## src/rtl/datapath_seq.sv

```systemverilog
`default_nettype none
// ============================================================================
// Module   : datapath_seq
// Purpose  : Micro-instruction sequencer driving the MxN datapath controls
//            (load / shift / write-back). Optional: DATAPATH_SEQ_R0_PROTECT_EN
// Revision : 1.0 - initial release
// ============================================================================
module datapath_seq #(
    parameter int N  = 8,
    parameter int M  = 8,
    parameter int P  = 3,
    parameter int CW = 3
) (
    input  logic          clk,
    input  logic          rst,
    input  logic          instr_valid,
    output logic          instr_ready,
    input  logic [P-1:0]  instr_dst,
    input  logic [P-1:0]  instr_srca,
    input  logic [P-1:0]  instr_srcb,
    input  logic [1:0]    instr_alu,
    input  logic          instr_shdir,
    input  logic [CW-1:0] instr_shcnt,
    input  logic          instr_nowb,
    input  logic          fov,
    input  logic          fcarry,
    input  logic          fneg,
    input  logic          fzero,
    output logic [P-1:0]  selection_multa,
    output logic [P-1:0]  selection_multb,
    output logic [1:0]    selection_alu,
    output logic [1:0]    selection_sr,
    output logic [N-1:0]  writer,
    output logic [3:0]    flags_q,
`ifdef DATAPATH_SEQ_R0_PROTECT_EN
    output logic          wp_err,
`endif
    output logic          done,
    output logic          busy
);

    typedef enum logic [1:0] {
        IDLE  = 2'd0,
        LOAD  = 2'd1,
        SHIFT = 2'd2,
        WRITE = 2'd3
    } state_t;

    localparam logic [1:0] SR_LOAD  = 2'b00;
    localparam logic [1:0] SR_LEFT  = 2'b01;
    localparam logic [1:0] SR_RIGHT = 2'b10;
    localparam logic [1:0] SR_HOLD  = 2'b11;

    if (((2 ** P) < N) || (M < 1)) begin : g_param_check
        $error("datapath_seq: register index width P too small for N, or M < 1");
    end

    state_t          state_q, state_d;
    logic [P-1:0]    dst_q, dst_d;
    logic [P-1:0]    srca_q, srca_d;
    logic [P-1:0]    srcb_q, srcb_d;
    logic [1:0]      alu_q, alu_d;
    logic            shdir_q, shdir_d;
    logic            nowb_q, nowb_d;
    logic [CW-1:0]   cnt_q, cnt_d;
    logic [3:0]      flags_d;
    logic            wr_en;

    always_ff @(posedge clk or negedge rst) begin
        if (!rst) begin
            state_q <= IDLE;
            dst_q   <= '0;
            srca_q  <= '0;
            srcb_q  <= '0;
            alu_q   <= '0;
            shdir_q <= 1'b0;
            nowb_q  <= 1'b0;
            cnt_q   <= '0;
            flags_q <= '0;
        end else begin
            state_q <= state_d;
            dst_q   <= dst_d;
            srca_q  <= srca_d;
            srcb_q  <= srcb_d;
            alu_q   <= alu_d;
            shdir_q <= shdir_d;
            nowb_q  <= nowb_d;
            cnt_q   <= cnt_d;
            flags_q <= flags_d;
        end
    end

    // Out-of-range and suppressed destinations never assert a write enable.
`ifdef DATAPATH_SEQ_R0_PROTECT_EN
    assign wr_en = !nowb_q && (int'(dst_q) < N) && (dst_q != '0);
`else
    assign wr_en = !nowb_q && (int'(dst_q) < N);
`endif

    always_comb begin
        state_d      = state_q;
        dst_d        = dst_q;
        srca_d       = srca_q;
        srcb_d       = srcb_q;
        alu_d        = alu_q;
        shdir_d      = shdir_q;
        nowb_d       = nowb_q;
        cnt_d        = cnt_q;
        flags_d      = flags_q;
        selection_sr = SR_HOLD;
        writer       = '0;
        done         = 1'b0;
`ifdef DATAPATH_SEQ_R0_PROTECT_EN
        wp_err       = 1'b0;
`endif
        case (state_q)
            IDLE: begin
                if (instr_valid) begin
                    dst_d   = instr_dst;
                    srca_d  = instr_srca;
                    srcb_d  = instr_srcb;
                    alu_d   = instr_alu;
                    shdir_d = instr_shdir;
                    nowb_d  = instr_nowb;
                    cnt_d   = instr_shcnt;
                    state_d = LOAD;
                end
            end
            LOAD: begin
                selection_sr = SR_LOAD;
                flags_d      = {fov, fcarry, fneg, fzero};
                state_d      = (cnt_q != '0) ? SHIFT : WRITE;
            end
            SHIFT: begin
                selection_sr = shdir_q ? SR_RIGHT : SR_LEFT;
                cnt_d        = cnt_q - CW'(1);
                if (cnt_q == CW'(1)) begin
                    state_d = WRITE;
                end
            end
            WRITE: begin
                done    = 1'b1;
                writer  = wr_en ? (N'(1) << dst_q) : '0;
`ifdef DATAPATH_SEQ_R0_PROTECT_EN
                wp_err  = !nowb_q && (dst_q == '0);
`endif
                state_d = IDLE;
            end
            default: state_d = IDLE;
        endcase
    end

    assign instr_ready     = (state_q == IDLE);
    assign busy            = (state_q != IDLE);
    assign selection_multa = srca_q;
    assign selection_multb = srcb_q;
    assign selection_alu   = alu_q;

endmodule
`default_nettype wire

```

## config.mk

```make
export PLATFORM = sky130hd
export DESIGN_NAME = datapath_seq
export DESIGN_NICKNAME = d
export VERILOG_FILES = /design/src/rtl/datapath_seq.sv
export SDC_FILE = /design/constraint.sdc
export NUM_CORES = 1
export LEC_CHECK = 0
export ABC_AREA = 1
export BUFFER_PORTS_ARGS = -buffer_cell sky130_fd_sc_hd__buf_2
export CORE_ASPECT_RATIO = 1.1
export CORE_UTILIZATION = 40
export CTS_CLUSTER_SIZE = 16
export DETAILED_ROUTE_END_ITERATION = 16
export GPL_ROUTABILITY_DRIVEN = 1
export HOLD_SLACK_MARGIN = 0.08
export PLACE_DENSITY = 0.78
export SYNTH_ARGS = -nofsm -noshare
export SYNTH_HDL_FRONTEND = slang
export SYNTH_SLANG_ARGS = --single-unit
```

## constraint.sdc

```tcl
create_clock -name clk -period 3.5 [get_ports clk]
set_input_delay 0.525 -clock clk [delete_from_list [all_inputs] [get_ports clk]]
set_output_delay 0.525 -clock clk [all_outputs]
set_load 0.01 [all_outputs]
```

==> impl_metrics.csv <==
group,metric,value,unit
status,outcome,"complete, no violations",
grt,grt-busiest-layer,"met2",
placed_design,place_area,1380,sq um
floorplan,die-width,52.8,microns
setup_path,critPathKind,"reg2out",
floorplan,die_y,57.8,microns
timing,layout_min_cycle_time,2.24,ns
hold_path,hp-class,"in2async",
floorplan,die_area,3050,sq um
yosys,synthesis.nets,164,
grt,met2_usage,29.3,%
setup_path,cp.required,2.97,ns
yosys,synth_top_area_share,48.6,%
placed_design,hpwlAfterDp,1.85,mm
clock_tree,cts_buffers,3,
clock_tree,clkTransAtPathRegs,0.12,ns
setup_path,crit_fanout,16,
timing,rsz0062_at_grt,"no",
grt,met3_usage,2.10,%
grt,first_global_vias,1020,
clock_tree,clock_latency,0.30,ns
clock_tree,holdBufCountCts,0,
finish,fin_area,1400,sq um
floorplan,io_pins,48,
power,intPower,0.000664,W
finish,final_util,54.1,%
finish,syn_to_final_growth,23.6,%
grt,antenna_found_initial,0,
routing,avgViaCountPerCell,5.00,
routing,vias,1055,
yosys,netlist.top_cell.by_area,"dfrtp_1",
yosys,synth_area_per_cell,8.46,sq um
grt,use_met1,21.7,%
placed_design,portBuffers,47,
routing,drcViolationCount,0,
timing,fmax,446,MHz
routing,drtIter0Drc,27,
clock_tree,cts_resized,0,
routing,wl_per_cell,11.0,microns
finish,finalNetCount,212,
clock_tree,cts_root_buffer,"clkbuf_4",
power,swShare,43.8,%
power,power_density,844,nW/um^2
finish,antennaDiodeCount,0,
clock_tree,cts_tree,"yes",
setup_path,crit_path_end_kind,"primary output",
floorplan,core,2590,sq um
yosys,syn_area,1130,sq um
job,cap_violations,0,
setup_path,crit_start,"state_q[1]",
yosys,synth-seq-area-share,48.6,%
yosys,netlist-cell-type-count,19,
timing,skew,0.00469,ns
timing,setup_viol,0,
floorplan,start_util,43.7,%
setup_path,critPathLaunchType,"flip-flop",
clock_tree,clk_path_buf_depth,2,
finish,final_cell_mix,"47 x buf_2, 42 x nand2_1, 22 x dfrtp_1",
finish,layout_commonest_cell,"buf_2",
timing,final-hold-violation-count,0,
power,pwr-share-seq,38.3,%
power,p_sw,0.000518,W
timing,maxSlewHeadroom,58.0,%
finish,drive_above_1_share,32.2,%
timing,maxSlewViolCount,0,
clock_tree,h-tree-depth,1,
grt,gr-total-overflow,0,
yosys,ys_top_cells_by_area,"dfrtp_1 49%, nand2_1 14%, ha_1 7.7%, nand3_1 6.6%, mux2_2 4.0%",
grt,grt_pass1_wl,4.02,mm
grt,grt_max_degree,23,
finish,fillCellCount,250,
timing,fin_crit_sh,64.1,%
setup_path,critPathArrivalTime,1.72,ns
timing,tns,0,ns
yosys,yosysWarnings,0,
setup_path,reg2reg_from,"state_q[1]",
placed_design,place_congestion,0.789,
routing,wl,2.33,mm
setup_path,timing.reg2reg.setup_slack,1.69,ns
yosys,ys_ff_latch,22,
clock_tree,cts.sinks,22,
grt,grtUsageTotal,17.5,%
power,clockPowerShare,9.5,%
power,p_leak,0.806,nW
power,combPwrFrac,52.2,%
routing,ant_nets,0,
floorplan,num_rows,19,
timing,tightest_slew,0.630,ns
yosys,synth_cells,134,
power,ir_worst_vdd,443,uV
clock_tree,cts_setup_buffers,0,
routing,drtPass1Iterations,4,
area by class of cell:
type	count	area, sq um	area share (%)
Multi-Input combinational cell	96	509	36.3
Sequential cell	22	551	39.3
Tap cell	31	38.8	2.77
Timing Repair Buffer	47	235	16.8
Clock buffer	3	22.5	1.61
Inverter	12	45.0	3.21
routing by layer:
metal	vias to the layer above	share of wire [%]
li1	517	-
met2	32	50
met1	496	43
met5	-	0
met4	0	3.3
met3	10	3.9
through the flow:
stage / setup WS [ns] / total power (W) / hold slack, ns / instances
finish: 1.26 / 0.00118 / 0.156 / 211
global route: 1.12 / 0.00129 / 0.195 / 211
CTS: 1.26 / 0.00119 / 0.177 / 211
detailed placement: 1.60 / 0.00108 / 0.459 / 208
global placement: 1.65 / 0.00105 / 0.452 / 208
floorplan: 1.86 / 0.000887 / 0.229 / 134
power groups by stage:
stage	combinational (W)	clock [W]	sequential, W
2_1_floorplan	0.000407	0	0.000479
3_3_place_gp	0.000600	0	0.000449
3_5_place_dp	0.000628	0	0.000456
4_1_cts	0.000627	0.000113	0.000453
5_1_grt	0.000701	0.000122	0.000469
6_report	0.000617	0.000112	0.000453
synthesized netlist by cell type, drive strengths merged:
master	n
dfrtp	22
or2	1
nand3	15
nor2	12
nand3b	1
a21boi	1
o21ai	7
mux2	4
buf	4
o211ai	1
nand2	43
ha	7
inv	12
a21oi	4
path summary, 6_finish.rpt:
path | to | cells past startpoint
min in group clk | flags_q[3] | 2
worst max-delay path | busy | 4
worst min-delay path | flags_q[0] | 1
worst min register to register | selection_multb[2] | 2
worst max register to register | cnt_q[1] | 6
max in group asynchronous | dst_q[1] | 1
sequential cells by signal (all words and copies together) (netlist names):
name             count
flags_q              4
cnt_q                3
dst_q                3
selection_multa      3
selection_multb      3
selection_alu        2
state_q              2
nowb_q               1
shdir_q              1
logic make-up after synthesis:
logic type | synth area share, %
multiplexers | 3.97
buffers and inverters | 6.51
AND/OR/NAND/NOR | 26.7
AO/OA/AOI/OAI | 6.51
adder cells (fa/ha/maj) | 7.73
flip-flops | 48.6
worst max-delay path: stages (launching register included):
cell,delay (ns)
dfrtp_1,0.43
inv_1,0.11
ha_1,0.57
inv_1,0.14
buf_2,0.17
(Power assumes the default switching activity.)
